### config.mk
export PLATFORM = sky130hd
export DESIGN_NAME = hdb3_rx_ctrl
export DESIGN_NICKNAME = d
export VERILOG_FILES = /design/src/rtl/hdb3_rx_ctrl.sv
export SDC_FILE = /design/constraint.sdc
export NUM_CORES = 1
export LEC_CHECK = 0
export CAP_MARGIN = 20
export CELL_PAD_IN_SITES_DETAIL_PLACEMENT = 1
export CELL_PAD_IN_SITES_GLOBAL_PLACEMENT = 1
export CORE_AREA = 2 2 75 106
export DETAILED_ROUTE_END_ITERATION = 16
export DIE_AREA = 0 0 77 108
export GPL_TIMING_DRIVEN = 0
export PLACE_DENSITY_LB_ADDON = 0.1
export RECOVER_POWER = 50
export SLEW_MARGIN = 0
export SYNTH_ARGS = -nofsm -noshare
export SYNTH_HDL_FRONTEND = slang
export SYNTH_SLANG_ARGS = --single-unit
### constraint.sdc
create_clock -name i_clk -period 2.65 [get_ports i_clk]
set_input_delay 0.53 -clock i_clk [delete_from_list [all_inputs] [get_ports i_clk]]
set_output_delay 0.53 -clock i_clk [all_outputs]
set_load 0.05 [all_outputs]
### src/rtl/hdb3_rx_ctrl.sv
// hdb3_rx_ctrl: HDB3 code-rule checker, LOS/ACQ/LOCK link FSM and lock-gated byte packer.
module hdb3_rx_ctrl #(
  parameter int DEC_LAT    = 7,
  parameter int LOS_ZEROS  = 32,
  parameter int ACQ_PULSES = 16,
  parameter int ERR_WIN    = 256,
  parameter int ERR_THRESH = 4
) (
  input  logic        i_clk,
  input  logic        i_rst_n,
  input  logic [1:0]  i_hdb3_code,
  input  logic        i_dec_data,
  input  logic        i_ready,
  input  logic        i_err_clr,
  output logic [1:0]  o_state,
  output logic [7:0]  o_byte,
  output logic        o_valid,
  output logic [15:0] o_err_cnt,
  output logic        o_ovf
);
  localparam int PW = $clog2(ACQ_PULSES + 1);
  localparam int WW = $clog2(ERR_WIN);
  localparam int EW = $clog2(ERR_THRESH + 1);
  typedef enum logic [1:0] {LOS = 2'b00, ACQ = 2'b01, LOCK = 2'b10} state_t;
  state_t state, state_nx;
  logic [7:0] zrun;
  logic last_pol, have_pol, pulse_r, err_r;
  logic [PW-1:0] pcnt;
  logic [WW-1:0] wcnt;
  logic [EW-1:0] werr, werr_sum;
  logic [DEC_LAT-1:0] lock_sr;
  logic [6:0] shreg;
  logic [2:0] bcnt;
  logic pulse, err, los, wend, lock_d, full, load, drop;
  assign o_state = state;
  // A same-polarity pulse is only legal as a violation (gap 2 or 3); have_pol masks the first pulse
  always_comb begin
    pulse    = i_hdb3_code == 2'b01 || i_hdb3_code == 2'b10;
    err      = i_hdb3_code == 2'b11
            || (pulse && have_pol && i_hdb3_code[1] == last_pol && zrun != 8'd2 && zrun != 8'd3)
            || (i_hdb3_code == 2'b00 && zrun == 8'd3);
    los      = zrun == 8'(LOS_ZEROS);
    werr_sum = werr + EW'(err_r);
    wend     = wcnt == WW'(ERR_WIN - 1);
    lock_d   = lock_sr[DEC_LAT-1];
    full     = lock_d && bcnt == 3'd7;
    load     = full && (!o_valid || i_ready);
    drop     = full && o_valid && !i_ready;
  end
  always_comb begin
    state_nx = state;
    state_nx = los            ? LOS
             : state == LOS   ? (pulse_r ? ACQ : LOS)
             : state == ACQ   ? ((pulse_r && !err_r && pcnt == PW'(ACQ_PULSES - 1)) ? LOCK : ACQ)
             : state == LOCK  ? ((werr_sum == EW'(ERR_THRESH)) ? ACQ : LOCK)
             : LOS;
  end
  always_ff @(posedge i_clk or negedge i_rst_n) begin
    if (!i_rst_n) state <= LOS;
    else state <= state_nx;
  end
  always_ff @(posedge i_clk or negedge i_rst_n) begin
    if (!i_rst_n) begin
      zrun      <= 8'd0;
      last_pol  <= 1'b0;
      have_pol  <= 1'b0;
      pulse_r   <= 1'b0;
      err_r     <= 1'b0;
      o_err_cnt <= 16'd0;
      pcnt      <= '0;
      wcnt      <= '0;
      werr      <= '0;
    end else begin
      zrun      <= i_hdb3_code != 2'b00 ? 8'd0 : zrun == 8'hFF ? zrun : zrun + 8'd1;
      if (pulse) last_pol <= i_hdb3_code[1];
      have_pol  <= !los && (have_pol || pulse);
      pulse_r   <= pulse;
      err_r     <= err;
      o_err_cnt <= i_err_clr ? 16'd0 : o_err_cnt + 16'(err_r && o_err_cnt != 16'hFFFF);
      pcnt      <= (state != ACQ || state_nx != ACQ || err_r) ? '0 : pcnt + PW'(pulse_r);
      wcnt      <= (state != LOCK || state_nx != LOCK || wend) ? '0 : wcnt + WW'(1);
      werr      <= (state != LOCK || state_nx != LOCK || wend) ? '0 : werr_sum;
    end
  end
  // Lock is delayed to line up with the decoder output; losing it discards the partial byte
  always_ff @(posedge i_clk or negedge i_rst_n) begin
    if (!i_rst_n) begin
      lock_sr <= '0;
      shreg   <= 7'd0;
      bcnt    <= 3'd0;
      o_byte  <= 8'd0;
      o_valid <= 1'b0;
      o_ovf   <= 1'b0;
    end else begin
      lock_sr <= DEC_LAT'({lock_sr, state == LOCK});
      shreg   <= lock_d ? {shreg[5:0], i_dec_data} : 7'd0;
      bcnt    <= lock_d ? bcnt + 3'd1 : 3'd0;
      if (load) o_byte <= {shreg, i_dec_data};
      o_valid <= load || (o_valid && !i_ready);
      o_ovf   <= !i_err_clr && (o_ovf || drop);
    end
  end
endmodule
# After elaboration in Yosys (flattened, before gate mapping)

Index checks and enable logic that the tools add are counted.

Flip-flop bits (word level): 73
Memories: 0
Memory bits (read-only): 0
Bits in latches: 0
Word-level logic and storage cells: 92
Output and inout port bits: 28
RAM bits: 0

Equal/unequal tests: 21
Magnitude comparators: 0
$mul: 0
Bitwise operators: 0
Div/mod/pow operators: 0
Muxes and demuxes: 15
Shift operators: 0
Add/sub/neg operators: 6
Reductions and logical operators: 34

Operator list:

| operator                                       | count |
|---|---|
| two-way mux 8 bit                              | 3 |
| adder 16 x 1 -> 16 bit                         | 1 |
| adder 8 x 1 -> 8 bit (second input constant)   | 2 |
| == test 8 bit (second input constant)          | 2 |
| two-way mux 16 bit                             | 1 |
| != test 16 bit (second input constant)         | 1 |
| != test 8 x 2 -> 1 bit (second input constant) | 2 |
| logical AND 1 bit                              | 15 |
| two-way mux 2 bit                              | 6 |
| logical OR 1 bit                               | 11 |
| == test 8 x 2 -> 1 bit (second input constant) | 1 |
| == test 8 x 6 -> 1 bit (second input constant) | 1 |
| two-way mux 7 bit                              | 1 |
| == test 2 bit (second input constant)          | 3 |
| == test 3 bit (second input constant)          | 2 |
| two-way mux 3 bit                              | 2 |
| != test 2 bit (second input constant)          | 3 |
| adder 5 x 1 -> 5 bit                           | 1 |
| == test 5 x 4 -> 1 bit (second input constant) | 1 |
| logical NOT 1 bit                              | 5 |
| two-way mux 5 bit                              | 1 |
| == test 2 x 1 -> 1 bit (second input constant) | 2 |
| logical NOT 2 bit                              | 2 |
| != test 2 x 1 -> 1 bit (second input constant) | 2 |
| other kinds (5)                                | 5 |

# Longest topological paths before layout

Gate-level depths: netlist of the first run.

Word-level depth: 11
Mapped depth: 9

# Worst setup path after synthesis of the first run

OpenSTA, ideal clock, no wires.

Kind: register to register
Start: register o_err_cnt[3]
End: register o_err_cnt[14]
Stages on the path, launching flop included: 10
Buffers on the path: 1
Clock period less this slack: 2.332 ns
Data arrival time: 2.200 ns
Setup slack: 0.318 ns
Cell sequence: dfrtp_1 -> nand3_1 -> clkbuf_1 -> nor4_1 -> a21boi_0 -> ha_1 -> nand3_1 -> nor4_1 -> xnor2_1 -> nor2_1

Word-level cells in the longest chain between the ends: 4

Ends and longest elaborated chain:

| item                     | line | RTL |
|---|---|---|
| start, declared          | 18   | `output logic [15:0] o_err_cnt,` |
| start signal, assigned   | 79   | `o_err_cnt <= i_err_clr ? 16'd0 : o_err_cnt + 16'(err_r && o_err_cnt != 16'hFFFF);` |
| != test 16 bit           | 79   |  |
| logical AND 1 bit        | 79   |  |
| adder 16 x 1 -> 16 bit * | 79   |  |
| two-way mux 16 bit *     | 79   |  |

Every way passes the cells marked *; elsewhere a longest branch is shown, timed or not.
A chain may end at the register's enable or synchronous reset.

# Final worst setup path of the first run

Start: register o_err_cnt[3]
End: register o_err_cnt[9]

The elaborated chain is that of the path after synthesis.

==> impl_metrics.py, run 1 <==
metrics = {
    "place": {
        "placed_area_um2": 3650,
        "place_ws_ns": 0.125,
        "gp_congestion": 0.753,
        "placed_cells": 411,
        "hpwlAfterDp_mm": 4.34,
        "port_buffers": 33,
    },
    "min_path": {
        "hold_class": "reg2reg",
    },
    "setup_path": {
        "path_max_fanout": 10,
        "path_class": "reg2reg",
        "cp.arrival_ns": 2.56,
        "cp-start-kind": "register",
        "crit_path_end_kind": "register",
        "worstPathRequired_ns": 2.86,
    },
    "synth": {
        "synth_edf_count": 0,
        "async_flop_share_pct": 100,
        "netlist-cell-type-count": 37,
        "yosys-top-cells-area": "dfrtp_1, ha_1, xnor2_1",
        "synth_top_area_share_pct": 57.6,
        "synth-seq-cells": 73,
        "yosysWarningCount": 0,
        "synth_top_cell_by_area": "dfrtp_1",
        "synth_nets": 301,
        "synth_top_flop_cell": "dfrtp_1",
        "yosysSeqAreaShare_pct": 57.6,
        "syn_area_per_cell_um2": 11.3,
        "syn_area_um2": 3170,
        "synth_cells": 280,
    },
    "finish": {
        "nets": 346,
        "multi_input_area_um2": 1260,
        "diodes": 0,
        "drive_above_1_share_pct": 9.09,
        "syn_to_final_growth_pct": 22.5,
        "n_fill_cell": 840,
        "postLayoutCellArea_um2": 3880,
        "layoutNonFillerInstCount": 427,
        "register_area_um2": 1830,
    },
    "clocking": {
        "cts-buffers-inserted": 9,
        "cts_tree": "yes",
        "cts_repair_resize_count": 0,
        "insertion_delay_ns": 0.34,
        "root_buffer": "clkbuf_8",
        "clkSinkCount": 73,
        "cts_setup_buffers": 0,
        "clk_pin_slew_ns": 0.07,
        "cts_buffer_depth": 2,
        "h-tree-depth": 3,
        "hold_buffers": 0,
    },
    "grt": {
        "antenna_found_initial": 0,
        "grt_max_degree": 45,
        "grt_pass1_wl_mm": 11.0,
        "grt_pass1_vias": 2348,
        "grt.total_usage_pct": 16.7,
        "grt_overflow": 0,
    },
    "route": {
        "dr.pass1.iters": 4,
        "drc": 0,
        "vias_per_cell": 5.11,
        "ant_nets": 0,
        "drt_iter0_drc": 64,
        "num_vias": 2183,
        "wirelength_mm": 6.00,
        "avgRoutedWirePerCell_um": 14.1,
    },
    "floorplanning": {
        "die-height_um": 108,
        "die_w_um": 77,
        "die_area_um2": 8320,
        "coreArea_um2": 7310,
        "core.rowCount": 37,
        "start_util_pct": 43.3,
        "ios": 35,
    },
    "power": {
        "powerDensity_nw_per_um2": 627,
        "p_leak_nw": 1.72,
        "ir_worst_vdd_uv": 383,
    },
    "sta": {
        "setup_viol": 0,
        "post-route-period-util_pct": 88.7,
        "rsz0062_at_grt": "true",
        "fmax_mhz": 426,
        "finClkSkew_ns": 0.00883,
        "finalHoldViolCount": 0,
        "relSlewSlack_pct": -9.80,
        "period_minus_slack_ns": 2.35,
        "setup_slack_ns": 0.301,
        "drv_slew": 31,
        "worstMarginPinSlew_ns": 1.65,
    },
    "job": {
        "cap_violations": 1,
    },
    "outcome": {
        "violations": "max-capacitance violations, max-slew violations",
        "outcome": "finished, violations left",
    },
}
[cells in the mapped netlist (2+ instances only)]
library cell	count
nand2b_1	2
nand4_1	7
nor2b_1	4
ha_1	14
xor2_1	8
a31oi_1	4
and3_1	5
dfrtp_1	73
nor2_1	35
a21boi_0	2
nor4_1	8
xnor2_1	19
a21oi_1	4
nand3_1	16
mux2_2	9
o21ai_0	6
and2_1	12
nor3_1	6
nand2_1	11
clkbuf_1	6
inv_1	13
[where the power goes]
group / internal (mW) / switching [mW] / total, mW
Clock: 0.722 / 0.403 / 1.12
Combinational: 0.0548 / 0.0950 / 0.150
Sequential: 1.14 / 0.0226 / 1.16
[critical path, cell delays in order, from the launching register on]
cell      delay (ns)
dfrtp_1         0.43
nand3_1         0.16
clkbuf_2        0.25
nor4_1          0.09
a21boi_0        0.26
ha_1            0.27
nand3_1         0.23
nor4_1          0.31
xnor2_1         0.16
nor2_1          0.05
[sequential cells by signal, indices dropped and copies added (netlist names)]
| name | count |
|---|---|
| shreg | 7 |
| err_r | 1 |
| wcnt | 8 |
| o_ovf | 1 |
| pcnt | 5 |
| bcnt | 3 |
| werr | 3 |
| o_state | 2 |
| last_pol | 1 |
| o_valid | 1 |
| zrun | 8 |
| lock_sr | 7 |
| have_pol | 1 |
| pulse_r | 1 |
| o_err_cnt | 16 |
| o_byte | 8 |
[cell type report]
| type | instances | area share [%] |
|---|---|---|
| plain buffers | 7 | 0.902 |
| clock buffers | 11 | 3.38 |
| clock inverters | 5 | 3.29 |
| inverters | 13 | 1.26 |
| multi-input cells | 187 | 32.5 |
| flip-flops and latches | 73 | 47.1 |
| well taps | 97 | 3.13 |
| repair buffers | 34 | 8.54 |
[layout by cell type, fill, tap and decap left out, drive strengths merged, types with 2 or more instances in the layout]
cell	synthesis	final
and2	12	12
xor2	8	8
a21boi	2	2
nand3	16	16
o21ai	6	6
xnor2	19	19
dfrtp	73	73
clkdlybuf4s50	0	32
a21oi	4	4
nand4	7	7
nor3	7	7
bufinv	0	4
or4	2	2
nor2	35	35
and3	5	5
nand2b	2	2
a31oi	4	4
nor4	8	8
nor2b	4	4
clkbuf	6	19
mux2	9	9
nand2	11	11
inv	13	13
ha	14	14
[metal layers]
metal	part of all wire [%]	global-route usage (%)	wire [um]
met1	41	19.3	2470
met2	54	29.6	3250
met3	2.0	2.59	121
met4	2.6	9.57	155
met5	0	0	0
[final timing paths]
kind                                              from                      to  slack (ns)  cells past startpoint
max in group asynchronous                      i_rst_n       wcnt[5]$_DFF_PN0_        0.58                      2
worst min-delay path              lock_sr[1]$_DFF_PN0_    lock_sr[2]$_DFF_PN0_        0.35                      0
worst min register to register    lock_sr[1]$_DFF_PN0_    lock_sr[2]$_DFF_PN0_        0.35                      0
worst max register to register  o_err_cnt[3]$_DFF_PN0_  o_err_cnt[9]$_DFF_PN0_        0.30                      9
min in group asynchronous                      i_rst_n  o_err_cnt[5]$_DFF_PN0_        0.60                      1
worst max-delay path            o_err_cnt[3]$_DFF_PN0_  o_err_cnt[9]$_DFF_PN0_        0.30                      9
[stage by stage]
| step | TNS (ns) | hold slack [ns] | power, mW | util (%) |
|---|---|---|---|---|
| after floorplan | 0 | 0.234 | 1.27 | - |
| after global placement | -112.29 | 0.334 | 1.34 | 49.5 |
| after detailed placement | 0 | 0.337 | 1.34 | 49.8 |
| after CTS | 0 | 0.124 | 2.48 | 53.4 |
| after global routing | -0.0152 | 0.360 | 2.55 | 53.1 |
| final | 0 | 0.347 | 2.44 | 53.1 |
[logic make-up (layout without fill, tap and decap cells)]
kind of cell             Yosys count  in the layout  synth area share, %
AO/OA/AOI/OAI                     24             24                 5.01
XOR/XNOR                          27             27                 7.46
adder cells (fa/ha/maj)           14             14                 5.53
buffers and inverters             20             70                 2.61
flip-flops                        73             73                 57.6
multiplexers                       9              9                 3.20
AND/OR/NAND/NOR                  113            113                 18.6
No activity file was read; power rests on OpenSTA's default activity.
==> run 2, diff against run 1 <==
Settings changed: CORE_AREA 2 2 75 106 to 2 2 72 102, DIE_AREA 0 0 77 108 to 0 0 74 104, RECOVER_POWER 50 to 25.
Clock period 2.65 ns to 2.93 ns, I/O delays scaled along.
==> run 2 against run 1 <==
Compared with the run above:
- worst setup slack better by 0.13 ns
- critical endpoint unchanged
- total power fell by 15%
- sequential share of layout area is 0.51 points higher
- the run still ends with max-capacitance violations, max-slew violations left
- via count grew 0.27%
- die area shrank 7.5%
- wire length grew 0.17%
- non-clock buffer count did not move
- cell count is 0.47% lower
- cell area decreased by 1.1%
- maximum frequency down 5.9%
- clock skew about the same
- critical path type unchanged
- register-to-register slack improved by 0.13 ns
==> impl_metrics.py, run 2 (same netlist as run 1, synthesis figures left out) <==
metrics = {
    "place": {
        "gp_congestion": 0.759,
        "place_ws_ns": 0.396,
        "hpwlAfterDp_mm": 4.27,
        "port_buffers": 33,
    },
    "route": {
        "drt_iter0_drc": 70,
        "wirelength_mm": 6.01,
        "avgRoutedWirePerCell_um": 14.1,
        "dr.pass1.iters": 4,
        "drc": 0,
        "ant_nets": 0,
        "num_vias": 2189,
        "vias_per_cell": 5.15,
    },
    "sta": {
        "relSlewSlack_pct": -13.5,
        "post-route-period-util_pct": 85.2,
        "setup_viol": 0,
        "finClkSkew_ns": 0.00897,
        "fmax_mhz": 400,
        "drv_slew": 72,
        "rsz0062_at_grt": "false",
        "holdWs_ns": 0.0200,
        "period_minus_slack_ns": 2.50,
        "setup_slack_ns": 0.432,
        "finalHoldViolCount": 0,
        "finalSetupTns_ns": 0,
        "worstMarginPinSlew_ns": 1.70,
    },
    "grt": {
        "grt_max_degree": 72,
        "grt.total_usage_pct": 17.7,
        "grt_overflow": 0,
        "antenna_found_initial": 0,
        "grt_pass1_wl_mm": 10.4,
        "grt_pass1_vias": 2278,
    },
    "setup_path": {
        "crit_family": "simple AND/OR/NAND/NOR gates",
        "crit_path_top_delay_cell": "dfrtp_1",
        "crit_path_end_kind": "register",
        "path_class": "reg2reg",
        "reg2reg_from": "o_err_cnt[3]$_DFF_PN0_",
        "r2r_end": "o_err_cnt[9]$_DFF_PN0_",
        "cp-start-kind": "register",
        "worstPathRequired_ns": 3.15,
        "cp.arrival_ns": 2.72,
        "rrSetupSlack_ns": 0.43,
        "cp_cell_sequence": "nand3_1 -> clkbuf_1 -> nor4_1 -> a21boi_0 -> ha_1 -> nand3_1 -> nor4_1 -> xnor2_1 -> nor2_1",
        "path_buf_inv": 1,
        "slowest_delay_ns": 0.43,
        "r2r.worst_path.cells": 9,
        "path_max_fanout": 10,
    },
    "floorplanning": {
        "coreArea_um2": 6800,
        "start_util_pct": 46.6,
        "die_w_um": 74,
        "die-height_um": 104,
        "core.rowCount": 36,
        "ios": 35,
        "die_area_um2": 7700,
    },
    "outcome": {
        "violations": "max-capacitance violations, max-slew violations",
        "outcome": "finished, violations left",
    },
    "power": {
        "p_leak_nw": 1.71,
        "ir_worst_vdd_uv": 311,
        "power.total_mw": 2.07,
        "powerDensity_nw_per_um2": 539,
    },
    "clocking": {
        "insertion_delay_ns": 0.35,
        "root_buffer": "clkbuf_8",
        "cts_buffer_depth": 2,
        "cts_repair_resize_count": 0,
        "cts_setup_buffers": 0,
        "clk_pin_slew_ns": 0.08,
        "cts_tree": "yes",
        "cts-buffers-inserted": 9,
        "h-tree-depth": 3,
        "clkSinkCount": 73,
        "hold_buffers": 0,
    },
    "finish": {
        "final_common_cell": "dfrtp_1",
        "largest_register_ffs": 16,
        "top_register": "o_err_cnt",
        "diodes": 0,
        "syn_to_final_growth_pct": 21.2,
        "nets": 346,
        "fin_util_pct": 56.5,
        "drive_above_1_share_pct": 9.39,
        "final_cell_mix": "dfrtp_1, nor2_1, clkdlybuf4s50_1",
    },
    "job": {
        "cap_violations": 1,
    },
    "min_path": {
        "hold_class": "in2async",
    },
}
[run 2: cell count changes in the layout (fill, tap and decap cells not counted), sizes merged]
| cell | change |
|---|---|
| clkinv | +2 |
| inv | +3 |
| clkinvlp | -1 |
| clkbuf | -2 |
| bufinv | -2 |
[run 2: stage by stage]
step,cells,area [um2]
final,425,3840
after global routing,425,3840
after CTS,425,3870
after detailed placement,409,3640
after global placement,408,3620
after floorplan,280,3170
[run 2: worst reg2reg max path, stage by stage (launching register included)]
cell and delay (ns):
dfrtp_1 0.43, nand3_1 0.15, clkbuf_1 0.36, nor4_1 0.11, a21boi_0 0.26, ha_1 0.25
nand3_1 0.22, nor4_1 0.37, xnor2_1 0.17, nor2_1 0.05
[run 2: worst max path at each step]
stage	from	to	depth (start not counted)
6_report	o_err_cnt[3]$_DFF_PN0_	o_err_cnt[9]$_DFF_PN0_	9
5_1_grt	o_err_cnt[3]$_DFF_PN0_	o_err_cnt[9]$_DFF_PN0_	9
4_1_cts	o_err_cnt[3]$_DFF_PN0_	o_err_cnt[9]$_DFF_PN0_	9
3_5_place_dp	o_err_cnt[3]$_DFF_PN0_	o_err_cnt[9]$_DFF_PN0_	9
3_3_place_gp	i_rst_n	zrun[7]$_DFFE_PN0P_	1
2_1_floorplan	o_err_cnt[3]$_DFF_PN0_	o_err_cnt[12]$_DFF_PN0_	9
[run 2: report_power, final]
part / switching [mW] / leakage [nW] / internal (mW)
Combinational: 0.0856 / 0.598 / 0.0497
Clock: 0.396 / 0.115 / 0.488
Sequential: 0.0224 / 0.997 / 1.03
[run 2: final cells by class]
class	count	area [um2]
clock inverters	7	100
clock buffers	9	124
flip-flops and latches	73	1830
inverters	13	48.8
repair buffers	34	329
well taps	95	119
plain buffers	7	33.8
multi-input cells	187	1260
fillers	740	2960
[run 2: per-layer routing]
metal,wire length [um],track usage (%),share of wire [%],up-vias
li1,-,-,-,1051
met1,2400,20.8,40,1095
met2,3320,29.9,55,31
met3,136,2.91,2.3,12
met4,148,9.74,2.5,0
met5,0,0,0,-
==> run 3, diff against run 2 <==
Settings changed: CTS_BUF_LIST from default to sky130_fd_sc_hd__clkbuf_16.
==> run 3 against run 2 <==
Compared with the run above:
- clock-buffer cell count stayed put
- highest routed layer unchanged
- total power grew 14%
- critical endpoint unchanged
- first-iteration DRC count shrank 2.9%
- sequential share of layout area fell by 1.2 points
- maximum frequency about the same
- the flow still finishes with violations (max-capacitance violations, max-slew violations)
- sequential cell count did not move
- combinational power barely moved
- via count shrank 0.55%
==> impl_metrics.py, run 3 (same netlist as run 1, synthesis figures left out) <==
metrics = {
    "finish": {
        "fin_util_pct": 58.0,
        "postLayoutCellArea_um2": 3940,
        "nets": 346,
        "final_common_cell": "dfrtp_1",
        "drive_above_1_share_pct": 9.39,
        "largest_register_ffs": 16,
        "n_fill_cell": 723,
        "syn_to_final_growth_pct": 24.4,
        "top_register": "o_err_cnt",
        "final_cell_mix": "dfrtp_1, nor2_1, clkdlybuf4s50_1",
        "diodes": 0,
        "layoutNonFillerInstCount": 425,
    },
    "floorplanning": {
        "coreArea_um2": 6800,
        "die_area_um2": 7700,
        "die_w_um": 74,
        "ios": 35,
        "core.rowCount": 36,
        "die-height_um": 104,
        "start_util_pct": 46.6,
    },
    "outcome": {
        "violations": "max-capacitance violations, max-slew violations",
        "outcome": "finished, violations left",
    },
    "grt": {
        "grt.total_usage_pct": 18.1,
        "use_met3_pct": 4.07,
        "use_met2_pct": 31.4,
        "grt_pass1_vias": 2330,
        "grt.met1_usage_pct": 20.2,
        "grt_max_degree": 72,
        "top_usage_layer": "met2",
        "grt_overflow": 0,
        "grt_pass1_wl_mm": 10.6,
        "antenna_found_initial": 0,
    },
    "setup_path": {
        "path_class": "reg2reg",
        "cp.arrival_ns": 2.70,
        "path_max_fanout": 10,
        "reg2reg_from": "o_err_cnt[3]$_DFF_PN0_",
        "r2r_end": "o_err_cnt[9]$_DFF_PN0_",
        "r2r.worst_path.cells": 9,
        "cp-start-kind": "register",
        "rrSetupSlack_ns": 0.43,
        "crit_path_end_kind": "register",
        "worstPathRequired_ns": 3.13,
    },
    "sta": {
        "finClkSkew_ns": 0.00611,
        "relSlewSlack_pct": -13.1,
        "holdWs_ns": 0.0459,
        "rsz0062_at_grt": "false",
        "setup_viol": 0,
        "period_minus_slack_ns": 2.50,
        "setup_slack_ns": 0.430,
        "fmax_mhz": 400,
        "worstMarginPinSlew_ns": 1.70,
        "finalHoldViolCount": 0,
        "post-route-period-util_pct": 85.3,
        "drv_slew": 72,
    },
    "route": {
        "drt_iter0_drc": 68,
        "vias_per_cell": 5.12,
        "avgRoutedWirePerCell_um": 14.4,
        "wirelength_mm": 6.12,
        "ant_nets": 0,
        "drc": 0,
        "dr.pass1.iters": 3,
        "num_vias": 2177,
    },
    "clocking": {
        "clk_pin_slew_ns": 0.06,
        "cts_setup_buffers": 0,
        "clkSinkCount": 73,
        "cts_repair_resize_count": 0,
        "cts_tree": "yes",
        "cts_buffer_depth": 2,
        "insertion_delay_ns": 0.33,
        "hold_buffers": 0,
        "h-tree-depth": 3,
        "root_buffer": "clkbuf_16",
        "cts-buffers-inserted": 9,
    },
    "place": {
        "placed_cells": 409,
        "hpwlAfterDp_mm": 4.27,
        "place_ws_ns": 0.396,
        "gp_congestion": 0.759,
        "placed_area_um2": 3640,
        "port_buffers": 33,
    },
    "power": {
        "powerDensity_nw_per_um2": 602,
        "p_leak_nw": 1.76,
        "ir_worst_vdd_uv": 532,
    },
    "min_path": {
        "hold_class": "in2async",
    },
    "job": {
        "cap_violations": 1,
    },
}
## run 3: cell counts in the layout (fill, tap and decap cells not counted)
Identical to the previous run, type by type.
## run 3: how the worst max path moves through the flow
stage,start,endpoint,slack [ns],cells past startpoint
5_1_grt,o_err_cnt[3]$_DFF_PN0_,o_err_cnt[9]$_DFF_PN0_,0.09,9
6_report,o_err_cnt[3]$_DFF_PN0_,o_err_cnt[9]$_DFF_PN0_,0.43,9
2_1_floorplan,o_err_cnt[3]$_DFF_PN0_,o_err_cnt[12]$_DFF_PN0_,0.60,9
4_1_cts,o_err_cnt[3]$_DFF_PN0_,o_err_cnt[9]$_DFF_PN0_,0.39,9
3_3_place_gp,i_rst_n,zrun[7]$_DFFE_PN0P_,-1.28,1
3_5_place_dp,o_err_cnt[3]$_DFF_PN0_,o_err_cnt[9]$_DFF_PN0_,0.40,9
## run 3: critical path, stage by stage, from the launching register on
cell and delay, ns:
dfrtp_1 0.43, nand3_1 0.15, clkbuf_1 0.36, nor4_1 0.11, a21boi_0 0.26, ha_1 0.25, nand3_1 0.23, nor4_1 0.37
xnor2_1 0.17, nor2_1 0.05
## run 3: stage by stage
stage	TNS [ns]	power [mW]
floorplan	0	1.15
global placement	-93.00	1.21
detailed placement	0	1.22
CTS	0	2.42
global route	0	2.47
finish	0	2.37
## run 3: cell type report
| class | count | area [um2] | share of cell area [%] |
|---|---|---|---|
| multi-input cells | 187 | 1260 | 32.0 |
| flip-flops and latches | 73 | 1830 | 46.3 |
| clock inverters | 7 | 100 | 2.54 |
| plain buffers | 7 | 33.8 | 0.857 |
| well taps | 95 | 119 | 3.01 |
| repair buffers | 34 | 329 | 8.35 |
| clock buffers | 9 | 225 | 5.71 |
| inverters | 13 | 48.8 | 1.24 |
## run 3: layer usage
metal | vias up | wire length [um]
met5 | - | 0
met3 | 4 | 180
met1 | 1094 | 2420
met4 | 0 | 67
met2 | 29 | 3460
li1 | 1050 | -
## run 3: power breakdown
part	leakage, nW	total (mW)	internal (mW)	switching, mW
logic	0.598	0.135	0.0495	0.0856
clock network	0.161	1.18	0.754	0.429
registers	0.997	1.05	1.03	0.0218
total	1.76	2.37	1.84	0.537
